### src/rtl/round_controller.sv
// Baccarat round sequencer: deals four cards, applies the third-card rules, settles, then holds the result.
// Moore FSM; load/enable outputs decode the current state, win lights are registered on the SETTLE exit edge.
module round_controller #(
   parameter int unsigned RESULT_HOLD = 4
) (
   input  logic       slow_clock,
   input  logic       resetb,
   input  logic       bet_confirm,
   input  logic [3:0] pcard3_out,
   input  logic [3:0] pscore_out,
   input  logic [3:0] dscore_out,
   output logic       load_pcard1,
   output logic       load_pcard2,
   output logic       load_pcard3,
   output logic       load_dcard1,
   output logic       load_dcard2,
   output logic       load_dcard3,
   output logic       betenabled,
   output logic       updatebalanceenable,
   output logic       player_win_light,
   output logic       dealer_win_light,
   output logic       round_done
);

   typedef enum logic [3:0] {
      S_BET     = 4'd0,
      S_DEAL_P1 = 4'd1,
      S_DEAL_D1 = 4'd2,
      S_DEAL_P2 = 4'd3,
      S_DEAL_D2 = 4'd4,
      S_EVAL    = 4'd5,
      S_DEAL_P3 = 4'd6,
      S_EVAL_D3 = 4'd7,
      S_DEAL_D3 = 4'd8,
      S_SETTLE  = 4'd9,
      S_RESULT  = 4'd10
   } state_t;

   localparam logic [3:0] HOLD_INIT = 4'(RESULT_HOLD - 1);

   state_t     r_state;
   state_t     w_next;
   logic [3:0] r_hold;
   logic       r_pwin;
   logic       r_dwin;
   logic [3:0] w_v;
   logic       w_dealer_draws;

   // Face cards and tens count as zero for the dealer's third-card rule.
   assign w_v = (pcard3_out >= 4'd10) ? 4'd0 : pcard3_out;

   always_comb begin
      w_dealer_draws = 1'b0;
      case (dscore_out)
         4'd0, 4'd1, 4'd2: w_dealer_draws = 1'b1;
         4'd3:             w_dealer_draws = (w_v != 4'd8);
         4'd4:             w_dealer_draws = (w_v >= 4'd2) && (w_v <= 4'd7);
         4'd5:             w_dealer_draws = (w_v >= 4'd4) && (w_v <= 4'd7);
         4'd6:             w_dealer_draws = (w_v >= 4'd6) && (w_v <= 4'd7);
         default:          w_dealer_draws = 1'b0;
      endcase
   end

   always_ff @(posedge slow_clock or negedge resetb) begin
      if (!resetb) begin
         r_state <= S_BET;
      end else begin
         r_state <= w_next;
      end
   end

   always_ff @(posedge slow_clock or negedge resetb) begin
      if (!resetb) begin
         r_hold <= 4'd0;
         r_pwin <= 1'b0;
         r_dwin <= 1'b0;
      end else if (r_state == S_SETTLE) begin
         r_hold <= HOLD_INIT;
         r_pwin <= (pscore_out >= dscore_out);
         r_dwin <= (dscore_out >= pscore_out);
      end else if (r_state == S_RESULT) begin
         if (r_hold == 4'd0) begin
            r_pwin <= 1'b0;
            r_dwin <= 1'b0;
         end else begin
            r_hold <= r_hold - 4'd1;
         end
      end
   end

   always_comb begin
      w_next              = r_state;
      load_pcard1         = 1'b0;
      load_pcard2         = 1'b0;
      load_pcard3         = 1'b0;
      load_dcard1         = 1'b0;
      load_dcard2         = 1'b0;
      load_dcard3         = 1'b0;
      betenabled          = 1'b0;
      updatebalanceenable = 1'b0;
      round_done          = 1'b0;
      case (r_state)
         S_BET: begin
            betenabled = 1'b1;
            if (bet_confirm) w_next = S_DEAL_P1;
         end
         S_DEAL_P1: begin
            load_pcard1 = 1'b1;
            w_next      = S_DEAL_D1;
         end
         S_DEAL_D1: begin
            load_dcard1 = 1'b1;
            w_next      = S_DEAL_P2;
         end
         S_DEAL_P2: begin
            load_pcard2 = 1'b1;
            w_next      = S_DEAL_D2;
         end
         S_DEAL_D2: begin
            load_dcard2 = 1'b1;
            w_next      = S_EVAL;
         end
         S_EVAL: begin
            if ((pscore_out >= 4'd8) || (dscore_out >= 4'd8)) w_next = S_SETTLE;
            else if (pscore_out <= 4'd5)                      w_next = S_DEAL_P3;
            else if (dscore_out <= 4'd5)                      w_next = S_DEAL_D3;
            else                                              w_next = S_SETTLE;
         end
         S_DEAL_P3: begin
            load_pcard3 = 1'b1;
            w_next      = S_EVAL_D3;
         end
         S_EVAL_D3: begin
            w_next = w_dealer_draws ? S_DEAL_D3 : S_SETTLE;
         end
         S_DEAL_D3: begin
            load_dcard3 = 1'b1;
            w_next      = S_SETTLE;
         end
         S_SETTLE: begin
            updatebalanceenable = 1'b1;
            w_next              = S_RESULT;
         end
         S_RESULT: begin
            round_done = 1'b1;
            if (r_hold == 4'd0) w_next = S_BET;
         end
         default: begin
            w_next = S_BET;
         end
      endcase
   end

   assign player_win_light = r_pwin;
   assign dealer_win_light = r_dwin;

endmodule

### config.mk
export PLATFORM = sky130hd
export DESIGN_NAME = round_controller
export DESIGN_NICKNAME = d
export VERILOG_FILES = /design/src/rtl/round_controller.sv
export SDC_FILE = /design/constraint.sdc
export NUM_CORES = 1
export LEC_CHECK = 0
export BUFFER_PORTS_ARGS = -buffer_cell sky130_fd_sc_hd__buf_2
export CORE_MARGIN = 2
export CORE_UTILIZATION = 52
export DETAILED_ROUTE_END_ITERATION = 8
export PLACE_DENSITY = 0.9
export SLEW_MARGIN = 25
export SYNTH_ARGS = -nofsm -noshare
export SYNTH_HDL_FRONTEND = slang
export SYNTH_SLANG_ARGS = --single-unit
### constraint.sdc
create_clock -name slow_clock -period 4.7 [get_ports slow_clock]
set_input_delay 0.94 -clock slow_clock [delete_from_list [all_inputs] [get_ports slow_clock]]
set_output_delay 0.94 -clock slow_clock [all_outputs]
set_load 0.005 [all_outputs]
==> run_results.csv, run 1 <==
group,metric,value,unit
grt,track_usage,0.2014,
clock_tree,cts.sinks,10,
worst_setup_path,path_max_fanout,13,
worst_setup_path,end_kind,"output pin",
pwr,switching_share,0.4315,
finish,layoutNonFillerInstCount,135,
worst_setup_path,worstSetupStartpointType,"flop",
pwr,powerDensity,500.4,nW/um2
worst_setup_path,arrival,1.53,ns
finish,nets,142,
synthesis,synth_area,775.7,um2
sta,hold_viol,0,
drt,vias,786,
clock_tree,cts_root_buf,"clkbuf_4",
synthesis,async_flop_share,1.000,
synthesis,yosys.area.top_type,"dfrtp_1",
clock_tree,cts_max_level,1,
drt,drt_pass1_iterations,4,
worst_setup_path,timing.critical_path.buf_inv,1,
floorplan,die_x,42.63,um
synthesis,netlist.area_leader.share,0.3226,
outcome,outcome,"finished clean",
pwr,p_int,0.0002623,W
pwr,power_frac_seq,0.412,
synthesis,ys.flop_type,"dfrtp_1",
sta,slew_viol_final,0,
floorplan,start_util,0.5746,
worst_setup_path,required,3.76,ns
sta,period_share,0.5251,
sta,rsz0062_at_grt,"false",
floorplan,die_area,1817,um2
clock_tree,tritoncts,"built",
placed_design,finalWeightedCongestion,0.8376,
finish,diodes,0,
sta,setup_violations,0,
flow_run,maxCapViolCount,0,
drt,ant_nets,0,
synthesis,synth.distinct_cells,33,
clock_tree,post_cts_buffers,0,
worst_hold_path,hp-class,"reg2reg",
sta,whs,0.5128,ns
sta,worst_pin_slew,0.4127,ns
worst_setup_path,cpLargestDelayFamily,"simple AND/OR/NAND/NOR gates",
grt,grt_pass1_vias,673,
sta,max_freq,405.2,MHz
worst_setup_path,crit_chain,"nand2b_1, nor2_1, buf_2",
worst_setup_path,cpMaxStageDelayCell,"dfrtp_1",
pwr,combPwrFrac,0.476,
sta,fin_skew,0.002814,ns
synthesis,ys_ff_latch,10,
pwr,leakagePower,0.4650,nW
clock_tree,clockBufferDepth,2,
synthesis,syn_nets,117,
floorplan,io-pin-count,26,
floorplan,rows,13,
pwr,power.share.clock,0.112,
drt,drt-wirelength-per-cell,11.98,um
finish,layout-drive-gt1-share,0.2417,
sta,layout_setup_ws,2.232,ns
drt,drt_iter0_drc,25,
synthesis,synth_edf_count,0,
placed_design,io_buffers,25,
drt,drt_wl_total,1.617,mm
floorplan,core-area,1350,um2
clock_tree,path_clk_slew,0.05,ns
grt,grt_max_degree,18,
synthesis,ys_warn_count,0,
placed_design,place_ws,2.528,ns
sta,fin_crit,2.468,ns
worst_setup_path,critPathKind,"reg2out",
grt,grt_overflow,0,
clock_tree,ctsResizeCount,0,
sta,fin_tns_setup,0,ns
grt,grt_pass1_wl,2.884,mm
drt,vias_per_cell,5.822,
synthesis,synth.area.top_cells,"dfrtp_1 32%, ha_1 8.1%, nor3_1 5.8%",
grt,grt_antenna_before_repair,0,
placed_design,dp_hpwl,1.343,mm
sta,slew_headroom,0.7177,
pwr,netSwitchingPower,0.0001991,W
placed_design,dp.cells,132,
synthesis,syn_area_per_cell,7.997,um2
floorplan,die_h,42.63,um
clock_tree,cts_hold_buf,0,
synthesis,synth_cells,97,
synthesis,ys_seq_area_frac,0.3226,
worst_setup_path,cpPeakStageDelay,0.50,ns
pwr,totalPowerFinal,0.0004615,W
clock_tree,numCtsBuffers,3,
clock_tree,clk_latency,0.25,ns
pwr,ir_drop,0.3250,mV
finish,area_delta_synth_final,18.87,%
drt,route.detailed.drc,0,
state kept, by name, indices dropped and copies added, names as in the netlist:
signal	cells
r_hold	4
r_state	4
dealer_win_light	1
player_win_light	1
final cells by class:
cell class / count / area (um2)
sequential: 10 / 250.2
timing repair buffer: 25 / 125.1
fill: 114 / 427.9
clock buffer: 3 / 22.52
tap: 15 / 18.77
inverter: 7 / 26.28
multi-input combinational: 75 / 479.2
kinds of logic after synthesis:
| family | share of synthesized area |
|---|---|
| AND/OR/NAND/NOR | 0.3016 |
| AO/OA/AOI/OAI | 0.2016 |
| buffers and inverters | 0.05967 |
| flip-flops | 0.3226 |
| adder cells (fa/ha/maj) | 0.08065 |
| XOR/XNOR | 0.03388 |
Yosys cell counts (2+ instances only):
| master | instances |
|---|---|
| nand2_1 | 4 |
| nand3_1 | 3 |
| clkbuf_1 | 4 |
| dfrtp_1 | 10 |
| nor4_1 | 2 |
| o21ai_0 | 6 |
| nor2b_1 | 3 |
| nor2_1 | 9 |
| nand2b_1 | 6 |
| a21oi_1 | 6 |
| or3_1 | 2 |
| xor2_1 | 2 |
| inv_1 | 7 |
| o22ai_1 | 2 |
| nor3_1 | 9 |
| ha_1 | 5 |
worst paths after layout:
| path | start | slack [ns] | endpoint | depth (start not counted) |
|---|---|---|---|---|
| worst max-delay path | r_state[2] | 2.23 | updatebalanceenable | 3 |
| worst min-delay path | dealer_win_light | 0.51 | dealer_win_light | 1 |
| worst max register to register | r_state[3] | 2.94 | r_state[0] | 4 |
| worst min register to register | dealer_win_light | 0.51 | dealer_win_light | 1 |
| max in group asynchronous | resetb | 3.98 | r_state[1] | 1 |
| min in group asynchronous | resetb | 0.53 | r_hold[3] | 1 |
cell usage in the layout (no fill, tap or decap), drive strengths merged, types with 2 or more instances in the layout:
master | netlist | final
buf | 1 | 25
dfrtp | 10 | 10
nor2 | 9 | 9
nor3 | 9 | 9
inv | 7 | 7
nand2b | 6 | 6
o21ai | 6 | 6
a21oi | 6 | 6
ha | 5 | 5
nand2 | 4 | 4
nor2b | 3 | 3
nand3 | 3 | 3
clkbuf | 4 | 3
nor4 | 2 | 2
or3 | 2 | 2
xor2 | 2 | 2
o22ai | 2 | 2
metal layers:
metal	share of wire	global-route usage	routed length [um]	vias to the layer above
met5	0	0	0	-
met4	0	0	0	0
met2	0.48	0.3242	770	33
met3	0.071	0.05172	115	0
met1	0.45	0.2880	731	357
li1	-	-	-	396
stage by stage:
| stage | area (um2) | util |
|---|---|---|
| after global placement | 899.6 | 0.6664 |
| after detailed placement | 899.6 | 0.6664 |
| final | 922.1 | 0.6830 |
| after CTS | 922.1 | 0.6830 |
| after global routing | 922.1 | 0.6830 |
| after floorplan | 775.7 | - |
power by group through the flow:
stage / Sequential (W) / Combinational, W / Clock, W
floorplan: 0.000151 / 0.000189 / 0
CTS: 0.000188 / 0.000221 / 0.0000531
global route: 0.000200 / 0.000251 / 0.0000601
global placement: 0.000184 / 0.000213 / 0
finish: 0.000190 / 0.000220 / 0.0000516
detailed placement: 0.000189 / 0.000220 / 0
No activity file was read; power rests on OpenSTA's default activity.
==> run 2, diff against run 1 <==
ABC_AREA = 1   (was unset)
CORE_UTILIZATION = 44   (was 52)
PLACE_DENSITY = 0.82   (was 0.9)
clock period = 2.2 ns   (was 4.7 ns; I/O delays follow)
==> run 2 against run 1 <==
Critical path depth up 1; sequential power up 72%; first-iteration DRC count down 28%; via count up 1.9%; register-to-register slack worse by 2.1 ns; total power up 98%; utilization down 12 points; combinational power up 110%; count of clock-buffer cells in the layout unchanged; die area up 18%; largest power group unchanged; sequential cell count unchanged.
==> run_results.csv, run 2 <==
group,metric,value,unit
floorplan,rows,15,
worst_setup_path,path_max_fanout,5,
pwr,powerDensity,948.2,nW/um2
synthesis,synthSimpleGateAreaFrac,0.3339,
floorplan,die_x,46.29,um
placed_design,finalWeightedCongestion,0.8144,
synthesis,synthAdderAreaFrac,0.07949,
grt,grt_overflow,0,
sta,period_share,0.7672,
sta,fin_skew,0.003754,ns
worst_setup_path,critPathKind,"reg2out",
outcome,outcome,"finished clean",
synthesis,async_flop_share,1.000,
worst_setup_path,arrival,1.25,ns
sta,worst_pin_slew,0.3047,ns
finish,layout_common_cells,"25 x inv_1, 25 x buf_2, 23 x nand2_1",
synthesis,synth_edf_count,0,
grt,grt_pass1_vias,696,
grt,grt_pass1_wl,2.732,mm
finish,nets,165,
sta,fin_tns_setup,0,ns
placed_design,placed_area,943.4,um2
clock_tree,cts_hold_buf,0,
clock_tree,tritoncts,"built",
pwr,totalPowerFinal,0.0009159,W
synthesis,synth.area.top_cells,"dfrtp_1 32%, inv_1 12%, nand2_1 11%",
clock_tree,numCtsBuffers,3,
clock_tree,path_clk_slew,0.06,ns
synthesis,ys_warn_count,0,
placed_design,io_buffers,25,
sta,slew_viol_final,0,
clock_tree,clockBufferDepth,2,
flow_run,maxCapViolCount,0,
synthesis,syn_nets,135,
drt,drt_iter0_drc,18,
sta,max_freq,592.5,MHz
clock_tree,cts_max_level,1,
grt,grt_antenna_before_repair,0,
drt,drt_wl_total,1.699,mm
synthesis,synth-xor-area-share,0,
clock_tree,ctsResizeCount,0,
synthesis,yosysMostFrequentCell,"inv_1",
worst_setup_path,worstSetupStartpointType,"flop",
sta,setup_violations,0,
floorplan,die_area,2143,um2
synthesis,synth_cells,115,
synthesis,netlist.area_leader.share,0.3180,
synthesis,synth_compound_area_frac,0.1399,
worst_setup_path,required,1.76,ns
drt,route.detailed.drc,0,
synthesis,yosys-top-cells-count,"25 x inv_1, 23 x nand2_1, 14 x nor2_1",
clock_tree,post_cts_buffers,0,
placed_design,dp_hpwl,1.457,mm
worst_setup_path,end_kind,"output pin",
clock_tree,clk_latency,0.26,ns
floorplan,die_h,46.29,um
floorplan,start_util,0.4608,
grt,grt_max_degree,11,
finish,stdcell_area,965.9,um2
sta,rsz0062_at_grt,"false",
worst_hold_path,hp-class,"in2async",
synthesis,synth_top_family_by_area,"simple AND/OR/NAND/NOR gates",
finish,diodes,0,
finish,area_delta_synth_final,22.73,%
drt,vias,801,
grt,track_usage,0.1806,
synthesis,ys_seq_area_frac,0.3180,
synthesis,syn_area_per_cell,6.844,um2
finish,finish.utilization,0.5656,
drt,drt-wirelength-per-cell,10.11,um
synthesis,ys_ff_latch,10,
drt,vias_per_cell,4.768,
synthesis,synthMuxAreaShare,0,
floorplan,core-area,1708,um2
pwr,ir_drop,0.3495,mV
drt,ant_nets,0,
synthesis,ys.flop_type,"dfrtp_1",
sta,hold_viol,0,
synthesis,yosys.area.top_type,"dfrtp_1",
synthesis,synth.distinct_cells,22,
sta,slew_headroom,0.7951,
clock_tree,cts.sinks,10,
floorplan,io-pin-count,26,
synthesis,synth_area,787.0,um2
finish,layout-drive-gt1-share,0.2727,
pwr,leakagePower,0.5529,nW
drt,drt_pass1_iterations,4,
sta,fin_crit,1.688,ns
finish,reg_top3,"r_hold x4, r_state x4",
clock_tree,cts_root_buf,"clkbuf_4",
==> run 2: cell count changes in the layout (fill, tap and decap cells not counted), moves of 3 or more <==
| cell | delta |
|---|---|
| nor3_1 | -6 |
| nor2_1 | +5 |
| nor2b_1 | -3 |
| inv_1 | +18 |
| nand2_1 | +19 |
| nand2b_1 | -6 |
| nor2_4 | +3 |
==> run 2: power by group <==
part / switching, W / internal, W
registers: 0.0000635 / 0.000262
clock network: 0.0000574 / 0.0000630
logic: 0.000286 / 0.000183
==> run 2: stage by stage <==
step                      hold WS, ns  worst slack [ns]  cells
after floorplan                0.1444            0.8770    115
after global placement         0.3154            0.7383    165
after detailed placement       0.3133            0.7060    165
after CTS                     0.03440            0.5063    168
after global routing          0.03984            0.4202    168
final                         0.02779            0.5121    168
==> run 2: area by class of cell <==
cell class | count | area (um2)
Inverter | 27 | 101.3
Fill cell | 169 | 742.0
Multi-Input combinational cell | 78 | 435.4
Timing Repair Buffer | 25 | 125.1
Tap cell | 25 | 31.28
Clock buffer | 3 | 22.52
Sequential cell | 10 | 250.2
==> run 2: cells by family (layout without fill, tap and decap cells) <==
group	count (synthesis)	in the layout
fa+ha+maj	5	5
compound gates	18	18
flops	10	10
simple gates	55	55
buf+inv	27	55
==> run 2: routing by layer <==
layer	track usage	vias to the layer above	share of wire
li1	-	417	-
met2	0.3083	24	0.49
met1	0.2138	356	0.45
met5	0	-	0
met4	0.08571	0	0.025
met3	0.03529	4	0.035
==> run 2: worst paths after layout <==
check	start	end	slack (ns)	cells past startpoint
min in group slow_clock	bet_confirm	r_state[0]	0.47	3
max in group asynchronous	resetb	r_state[0]	1.98	1
worst min register to register	player_win_light	player_win_light	0.54	2
worst min-delay path	resetb	r_hold[0]	0.03	1
worst max-delay path	r_state[2]	load_pcard2	0.51	4
worst max register to register	r_hold[0]	r_hold[3]	0.80	9
==> run 2: worst max-delay path, cell delays in order, from the launching register on <==
cell and delay (ns):
dfrtp_1 0.41, nor2_1 0.12, inv_1 0.10, nor3_1 0.20, buf_2 0.16
==> run 3, diff against run 2 <==
CORE_UTILIZATION = 49   (was 44)
PLACE_DENSITY = 0.86   (was 0.82)
clock period = 1.7 ns   (was 2.2 ns; I/O delays follow)
==> run 3 against run 2 <==
Sequential share of layout area shrank 0.84 points; total power grew 40%; critical path type unchanged; non-clock buffer count up 3; critical endpoint is now updatebalanceenable; wire length grew 12%; final area increased by 3.4%; final cell count decreased by 3.0%; die area fell by 9.3%; setup slack lost 0.43 ns; critical path depth did not move; largest power group unchanged; largest cell class unchanged; sequential cell count is the same.
==> run_results.csv, run 3 (synthesized netlist as in run 2, its figures left out) <==
group,metric,value,unit
outcome,outcome,"finished clean",
sta,period_share,0.9524,
worst_setup_path,worstSetupStartpointType,"flop",
worst_setup_path,cpMaxStageDelayCell,"dfrtp_1",
drt,ant_nets,0,
clock_tree,path_clk_slew,0.07,ns
drt,drt_iter0_drc,26,
finish,diodes,0,
worst_setup_path,critPathKind,"reg2out",
finish,area_delta_synth_final,26.87,%
drt,vias,835,
flow_run,maxCapViolCount,0,
grt,track_usage,0.2199,
worst_setup_path,end_kind,"output pin",
sta,fin_skew,0.001637,ns
floorplan,io-pin-count,26,
clock_tree,cts.sinks,10,
sta,rsz0062_at_grt,"false",
clock_tree,clockBufferDepth,2,
worst_setup_path,crit_chain,"inv_2, nand2_1, nor2_4, buf_2",
drt,drt-wirelength-per-cell,11.67,um
grt,grt_max_degree,11,
grt,grt_pass1_wl,3.153,mm
drt,route.detailed.drc,0,
finish,nets,168,
placed_design,dp_hpwl,1.517,mm
sta,layout_setup_ws,0.08089,ns
sta,slew_headroom,0.7687,
sta,setup_violations,0,
floorplan,rows,14,
sta,max_freq,617.6,MHz
finish,multiInputGateArea,440.4,um2
worst_hold_path,hp-class,"in2reg",
drt,drt_wl_total,1.903,mm
placed_design,dp.cells,156,
finish,layoutNonFillerInstCount,163,
clock_tree,numCtsBuffers,3,
worst_setup_path,required,1.36,ns
worst_setup_path,cpLargestDelayFamily,"flip-flops",
sta,fin_tns_setup,0,ns
worst_setup_path,arrival,1.28,ns
pwr,powerDensity,1286,nW/um2
finish,reg_top3,"r_hold x4, r_state x4",
sta,slew_viol_final,0,
clock_tree,cts_max_level,1,
grt,grt_pass1_vias,807,
pwr,ir_drop,0.5894,mV
finish,seq_area,250.2,um2
sta,fin_crit,1.619,ns
placed_design,finalWeightedCongestion,0.7690,
sta,worst_pin_slew,0.3434,ns
worst_setup_path,timing.critical_path.buf_inv,2,
worst_setup_path,cpPeakStageDelay,0.40,ns
drt,vias_per_cell,5.123,
sta,hold_viol,0,
placed_design,io_buffers,25,
grt,grt_overflow,0,
clock_tree,clk_latency,0.27,ns
clock_tree,cts_root_buf,"clkbuf_4",
finish,fill_cells,134,
placed_design,place_ws,0.2746,ns
clock_tree,tritoncts,"built",
drt,drt_pass1_iterations,4,
floorplan,start_util,0.5224,
worst_setup_path,path_max_fanout,5,
floorplan,die_area,1943,um2
pwr,leakagePower,0.5755,nW
floorplan,core-area,1506,um2
finish,layout-drive-gt1-share,0.2925,
finish,layout_common_cells,"25 x inv_1, 25 x buf_2, 23 x nand2_1",
floorplan,die_x,44.08,um
grt,grt_antenna_before_repair,0,
floorplan,die_h,44.08,um
==> run 3: repair_timing <==
item                                    CTS  global route
hold buffers                              1             0
setup buffers                             0             2
hold endpoints to repair                 10             0
endpoints found under the setup margin    0             2
resized for setup                         0             1
==> run 3: tightest hold or removal path: cells and delay by family <==
family / cells / cell delay [ns]
AOI/OAI and AO/OA: 2 / 0.17
buffers and inverters: 1 / 0.08
==> run 3: power breakdown <==
| group | internal, W | switching (W) |
|---|---|---|
| Clock | 0.000130 | 0.0000880 |
| Sequential | 0.000339 | 0.0000915 |
| Combinational | 0.000248 | 0.000387 |
==> run 3: worst paths after layout <==
| kind | startpoint | slack, ns | endpoint | depth (start not counted) |
|---|---|---|---|---|
| setup / recovery | r_state[1] | 0.08 | updatebalanceenable | 4 |
| min in group asynchronous | resetb | 0.46 | r_hold[2] | 2 |
| hold reg to reg | dealer_win_light | 0.55 | dealer_win_light | 2 |
| max in group asynchronous | resetb | 1.05 | r_hold[1] | 2 |
| hold / removal | bet_confirm | 0.36 | r_state[0] | 3 |
| setup reg to reg | r_state[1] | 0.28 | player_win_light | 7 |
==> run 3: per-layer routing <==
layer / part of all wire / track usage
met5: 0 / 0
met4: 0.024 / 0.1212
met3: 0.068 / 0.06122
met2: 0.50 / 0.3971
met1: 0.41 / 0.2268
==> run 3: area by class of cell <==
| class | instances | share of cell area |
|---|---|---|
| multi-input combinational | 78 | 0.4411 |
| sequential | 10 | 0.2506 |
| timing repair buffer | 28 | 0.1504 |
| inverter | 27 | 0.1015 |
| clock buffer | 4 | 0.03634 |
| tap | 16 | 0.02005 |
==> run 3: metrics by stage <==
step | utilization | cell area (um2) | total power (W) | hold slack, ns
global placement | 0.6188 | 932.1 | 0.001012 | 0.2095
CTS | 0.6495 | 978.4 | 0.001268 | 0.3529
global route | 0.6628 | 998.5 | 0.001402 | 0.3499
detailed placement | 0.6188 | 932.1 | 0.001042 | 0.2085
floorplan | - | 787.0 | 0.0008417 | 0.04441
finish | 0.6628 | 998.5 | 0.001284 | 0.3551
